File: src/rtl/led_pwm_bank.sv
`default_nettype none
// ============================================================================
//  Module   : led_pwm_bank
//  Purpose  : Bank of CH LED drivers, each OFF / ON / PWM / blinking PWM,
//             sharing one PWM counter and one blink time-base prescaler.
//  Revision : 1.0  initial release
// ============================================================================
module led_pwm_bank #(
  parameter int CLK_HZ   = 12000000,
  parameter int TICK_HZ  = 1000,
  parameter int CH       = 4,
  parameter int PWM_BITS = 8,
  parameter int DEF_HALF = 500
) (
  input  logic                iCLK,
  input  logic                iRST,
  input  logic                iWE,
  input  logic [3:0]          iCH,
  input  logic [1:0]          iMODE,
  input  logic [PWM_BITS-1:0] iDUTY,
  input  logic [15:0]         iHALF,
  output logic [CH-1:0]       oLED,
  output logic                oTICK,
  output logic                oACK
);

  localparam int c_DIV_RAW = CLK_HZ / TICK_HZ;
  localparam int c_DIV     = (c_DIV_RAW < 1) ? 1 : c_DIV_RAW;
  localparam int c_PW      = (c_DIV > 1) ? $clog2(c_DIV) : 1;
  localparam logic [c_PW-1:0] c_PRE_LAST = c_PW'(c_DIV - 1);

  localparam logic [1:0] c_MODE_OFF   = 2'b00;
  localparam logic [1:0] c_MODE_ON    = 2'b01;
  localparam logic [1:0] c_MODE_PWM   = 2'b10;
  localparam logic [1:0] c_MODE_BLINK = 2'b11;

  logic [c_PW-1:0]     r_preCnt;
  logic                r_tick;
  logic [PWM_BITS-1:0] r_pwmCnt;
  logic                r_ack;
  logic [CH-1:0]       r_led;
  logic [CH-1:0]       w_ledNext;
  logic                w_wrOk;

  assign w_wrOk = iWE && ({1'b0, iCH} < 5'(CH));

  // r_tick is high in the cycle after the prescaler wraps; blink advances on it
  always_ff @(posedge iCLK or posedge iRST) begin
    if (iRST) begin
      r_preCnt <= '0;
      r_tick   <= 1'b0;
    end else if (r_preCnt == c_PRE_LAST) begin
      r_preCnt <= '0;
      r_tick   <= 1'b1;
    end else begin
      r_preCnt <= r_preCnt + 1'b1;
      r_tick   <= 1'b0;
    end
  end

  always_ff @(posedge iCLK or posedge iRST) begin
    if (iRST) begin
      r_pwmCnt <= '0;
      r_ack    <= 1'b0;
      r_led    <= '0;
    end else begin
      r_pwmCnt <= r_pwmCnt + 1'b1;
      r_ack    <= w_wrOk;
      r_led    <= w_ledNext;
    end
  end

  generate
    for (genvar n = 0; n < CH; n++) begin : g_ch
      logic [1:0]          r_mode;
      logic [PWM_BITS-1:0] r_duty;
      logic [15:0]         r_half;
      logic [15:0]         r_cnt;
      logic                r_phase;
      logic                w_sel;
      logic                w_pwmOn;
      logic [15:0]         w_halfLast;

      assign w_sel      = w_wrOk && (iCH == 4'(n));
      assign w_pwmOn    = (r_pwmCnt < r_duty);
      assign w_halfLast = (r_half == 16'd0) ? 16'd0 : r_half - 16'd1;

      // a write on a tick cycle wins, so the load branch comes first
      always_ff @(posedge iCLK or posedge iRST) begin
        if (iRST) begin
          r_mode  <= c_MODE_OFF;
          r_duty  <= '0;
          r_half  <= 16'(DEF_HALF);
          r_cnt   <= 16'd0;
          r_phase <= 1'b1;
        end else if (w_sel) begin
          r_mode  <= iMODE;
          r_duty  <= iDUTY;
          r_half  <= iHALF;
          r_cnt   <= 16'd0;
          r_phase <= 1'b1;
        end else if (r_tick && (r_mode == c_MODE_BLINK)) begin
          if (r_cnt >= w_halfLast) begin
            r_cnt   <= 16'd0;
            r_phase <= ~r_phase;
          end else begin
            r_cnt   <= r_cnt + 16'd1;
          end
        end
      end

      assign w_ledNext[n] = (r_mode == c_MODE_ON)
                          | ((r_mode == c_MODE_PWM)   & w_pwmOn)
                          | ((r_mode == c_MODE_BLINK) & r_phase & w_pwmOn);
    end
  endgenerate

  assign oLED  = r_led;
  assign oTICK = r_tick;
  assign oACK  = r_ack;

endmodule
`default_nettype wire

File: config.mk
export PLATFORM = sky130hd
export DESIGN_NAME = led_pwm_bank
export DESIGN_NICKNAME = d
export VERILOG_FILES = /design/src/rtl/led_pwm_bank.sv
export SDC_FILE = /design/constraint.sdc
export NUM_CORES = 1
export LEC_CHECK = 0
export ABC_AREA = 0
export CORE_UTILIZATION = 31
export CTS_BUF_LIST = sky130_fd_sc_hd__clkbuf_8
export DETAILED_ROUTE_END_ITERATION = 8
export PLACE_DENSITY = 0.5
export SLEW_MARGIN = 10
export SYNTH_ARGS = -nofsm -noshare
export SYNTH_HDL_FRONTEND = slang
export SYNTH_SLANG_ARGS = --single-unit
File: constraint.sdc
create_clock -name iCLK -period 16.55 [get_ports iCLK]
set_input_delay 3.31 -clock iCLK [delete_from_list [all_inputs] [get_ports iCLK]]
set_output_delay 3.31 -clock iCLK [all_outputs]
set_load 0.01 [all_outputs]
==> flow_summary.ini <==
[setup_path]
r2r_start = g_ch[0].r_half[4]
cp_data_required_time_ns = 16.99
arrival_ns = 6.26
worstRegToRegCells = 10
rr_endpoint = g_ch[0].r_cnt[4]
critPathMaxFanout = 28
path_class = input port to flip-flop
ff2ff_setup_slack_ns = 11.80
startpoint_type = input port
crit_path_end_kind = flip-flop

[sta]
finalHoldViolCount = 0
finalSetupTns_ns = 0
tightest_slew_ns = 1.092
final.setup_skew_ns = 0.02501
maxSlewViolCount = 0
max_freq_mhz = 171.9
rsz0062_at_grt = no
setup_violations = 0
post-route-min-period_ns = 5.818
relSlewSlack_pct = 27.01
period_share_pct = 35.15

[logic_synthesis]
yosys_warnings = 0
ys_ff_latch = 200
synth_cell_types = 61
synth_area_leaders = dfrtp_1 36%, ha_1 11%, nand2_1 7.8%
synth_cells = 1288
yosys.area.top_type = dfrtp_1
synth-edff-count = 0
synth_common_cells = 249 x nand2_1, 172 x dfrtp_1, 106 x ha_1, 88 x nor2_1, 70 x o21ai_0
syn_area_mm2 = 0.01196
synth_top_area_share_pct = 35.99
yosysMostFrequentCell = nand2_1
synth_fp_nets = 1427
syn_area_per_cell_um2 = 9.285
seq_area_frac_synth_pct = 42.14
ys.flop_type = dfrtp_1
synthArstFlopShare_pct = 100.0

[power]
power.leakage_nw = 6.115
max-vdd-ir-drop_mv = 0.05883
p_total_mw = 1.254
power_density_mw_per_mm2 = 94.59

[floorplanning]
die_w_um = 198.4
die_y_um = 198.4
io_pins = 39
coreArea_mm2 = 0.03784
fp-row-count = 71
die_area_mm2 = 0.03937
start_util_pct = 31.60

[cells_and_area]
final_nets = 1456
antennaDiodeCount = 0
final.fill_count = 3977
drive_gt1_share_pct = 9.248
seq_area_mm2 = 0.005040
area_growth_pct = 10.85
multi_input_comb_area_mm2 = 0.006560

[clocking]
clk_pin_slew_ns = 0.11
clock_path_buffers = 2
cts_buffers = 17
cts_root_buffer = clkbuf_8
postCtsSetupRepairBufs = 0
clock_sinks = 200
clk_latency_ns = 0.50
htree_levels = 4
cts_tree = yes
postCtsResizedCells = 0
hold_buffers = 0

[drt]
dr.first_iter.drc_count = 537
wl_per_cell_um = 15.74
drtAntennaViolNets = 0
routed_via_density = 4.912
firstDrtPassIters = 7
dr_total_vias = 9043
routed_wl_um = 28970
route.detailed.drc = 0

[flow_run]
max_cap_violations = 0

[global_route]
first_global_vias = 8983
grt_max_degree = 128
grt_use_total_pct = 15.58
gr-total-overflow = 0
grt_pass1_wl_um = 47870
antenna_found_initial = 0

[outcome]
status = finished clean

[min_path]
hold_class = flip-flop to flip-flop
whs_path_depth = 1
worst_hold_path.endpoint = r_preCnt[0]
min_from = r_preCnt[0]

[placement]
io_buffers = 38
place_hpwl_um = 21000
gp_congestion = 0.7662
sequential cells by signal, indices dropped and copies added (netlist names):
register,flops
oTICK,1
r_pwmCnt,8
g_ch.r_duty,32
oLED,4
g_ch.r_half,64
oACK,1
r_preCnt,14
g_ch.r_cnt,64
g_ch.r_phase,4
g_ch.r_mode,8
through the flow:
stage | hold WS (ns) | cells | instance area (um^2) | util (%) | worst slack (ns)
floorplan | 0.4401 | 1288 | 11960 | - | 7.832
global placement | 0.4713 | 1809 | 12900 | 34.08 | 10.16
detailed placement | 0.4723 | 1809 | 12900 | 34.08 | 10.12
global route | 0.5075 | 1841 | 13260 | 35.03 | 10.43
CTS | 0.4882 | 1841 | 13260 | 35.03 | 10.66
finish | 0.4830 | 1841 | 13260 | 35.03 | 10.73
final cells by class:
type,count,share of cell area (%)
well taps,511,4.823
inverters,60,1.756
repair buffers,44,3.209
multi-input cells,994,49.49
clock buffers,17,1.765
flip-flops and latches,200,38.02
clock inverters,15,0.9438
how the worst max path moves through the flow:
stage	from	endpoint
floorplan	iRST	g_ch[0].r_cnt[0]
global placement	iCH[3]	g_ch[3].r_phase
detailed placement	iCH[3]	g_ch[3].r_phase
CTS	iCH[3]	g_ch[3].r_phase
global route	iCH[3]	g_ch[3].r_phase
finish	iCH[0]	g_ch[0].r_cnt[4]
critical path, cell delays in order:
cell and delay, ns:
clkdlybuf4s50_1 0.70, inv_1 0.14, nand2_1 0.09, buf_4 0.25, nand4_1 0.89, o311ai_0 0.67
o21a_1 0.18
placed cells by master (no fill, tap or decap), types with 11 or more instances in the layout:
| master | instances |
|---|---|
| inv_1 | 61 |
| nand2_1 | 249 |
| mux2_2 | 42 |
| a21oi_1 | 43 |
| nor2b_1 | 12 |
| ha_1 | 106 |
| nand3_1 | 44 |
| nand4_1 | 22 |
| dfstp_2 | 28 |
| clkdlybuf4s50_1 | 38 |
| and4_1 | 11 |
| and3_1 | 13 |
| dfrtp_1 | 172 |
| nor4_1 | 16 |
| o21ai_0 | 70 |
| nor3_1 | 40 |
| xor2_1 | 57 |
| clkbuf_8 | 17 |
| xnor2_1 | 47 |
| nor2_1 | 87 |
cells by family (layout without fill, tap and decap cells):
| logic type | count (synthesis) | count (layout) | synth area share [%] |
|---|---|---|---|
| AO/OA/AOI/OAI | 174 | 174 | 8.820 |
| multiplexers | 45 | 45 | 4.206 |
| flip-flops | 200 | 200 | 42.14 |
| adder cells (fa/ha/maj) | 106 | 106 | 11.09 |
| XOR/XNOR | 104 | 104 | 7.617 |
| buffers and inverters | 94 | 136 | 3.034 |
| AND/OR/NAND/NOR | 565 | 565 | 23.09 |
routing by layer:
metal	part of all wire (%)	wire length [um]	global-route usage (%)
met1	49	14340	21.57
met2	47	13490	25.69
met3	2.9	839	2.068
met4	1.0	297	3.704
met5	0	0	0
where the power goes:
| part | internal, mW | leakage (nW) | total, mW | switching (mW) |
|---|---|---|---|---|
| sequential | 0.564 | 2.50 | 0.626 | 0.0627 |
| clock | 0.108 | 0.190 | 0.303 | 0.195 |
| combinational | 0.150 | 3.42 | 0.325 | 0.175 |
No activity file was read; power rests on OpenSTA's default activity.
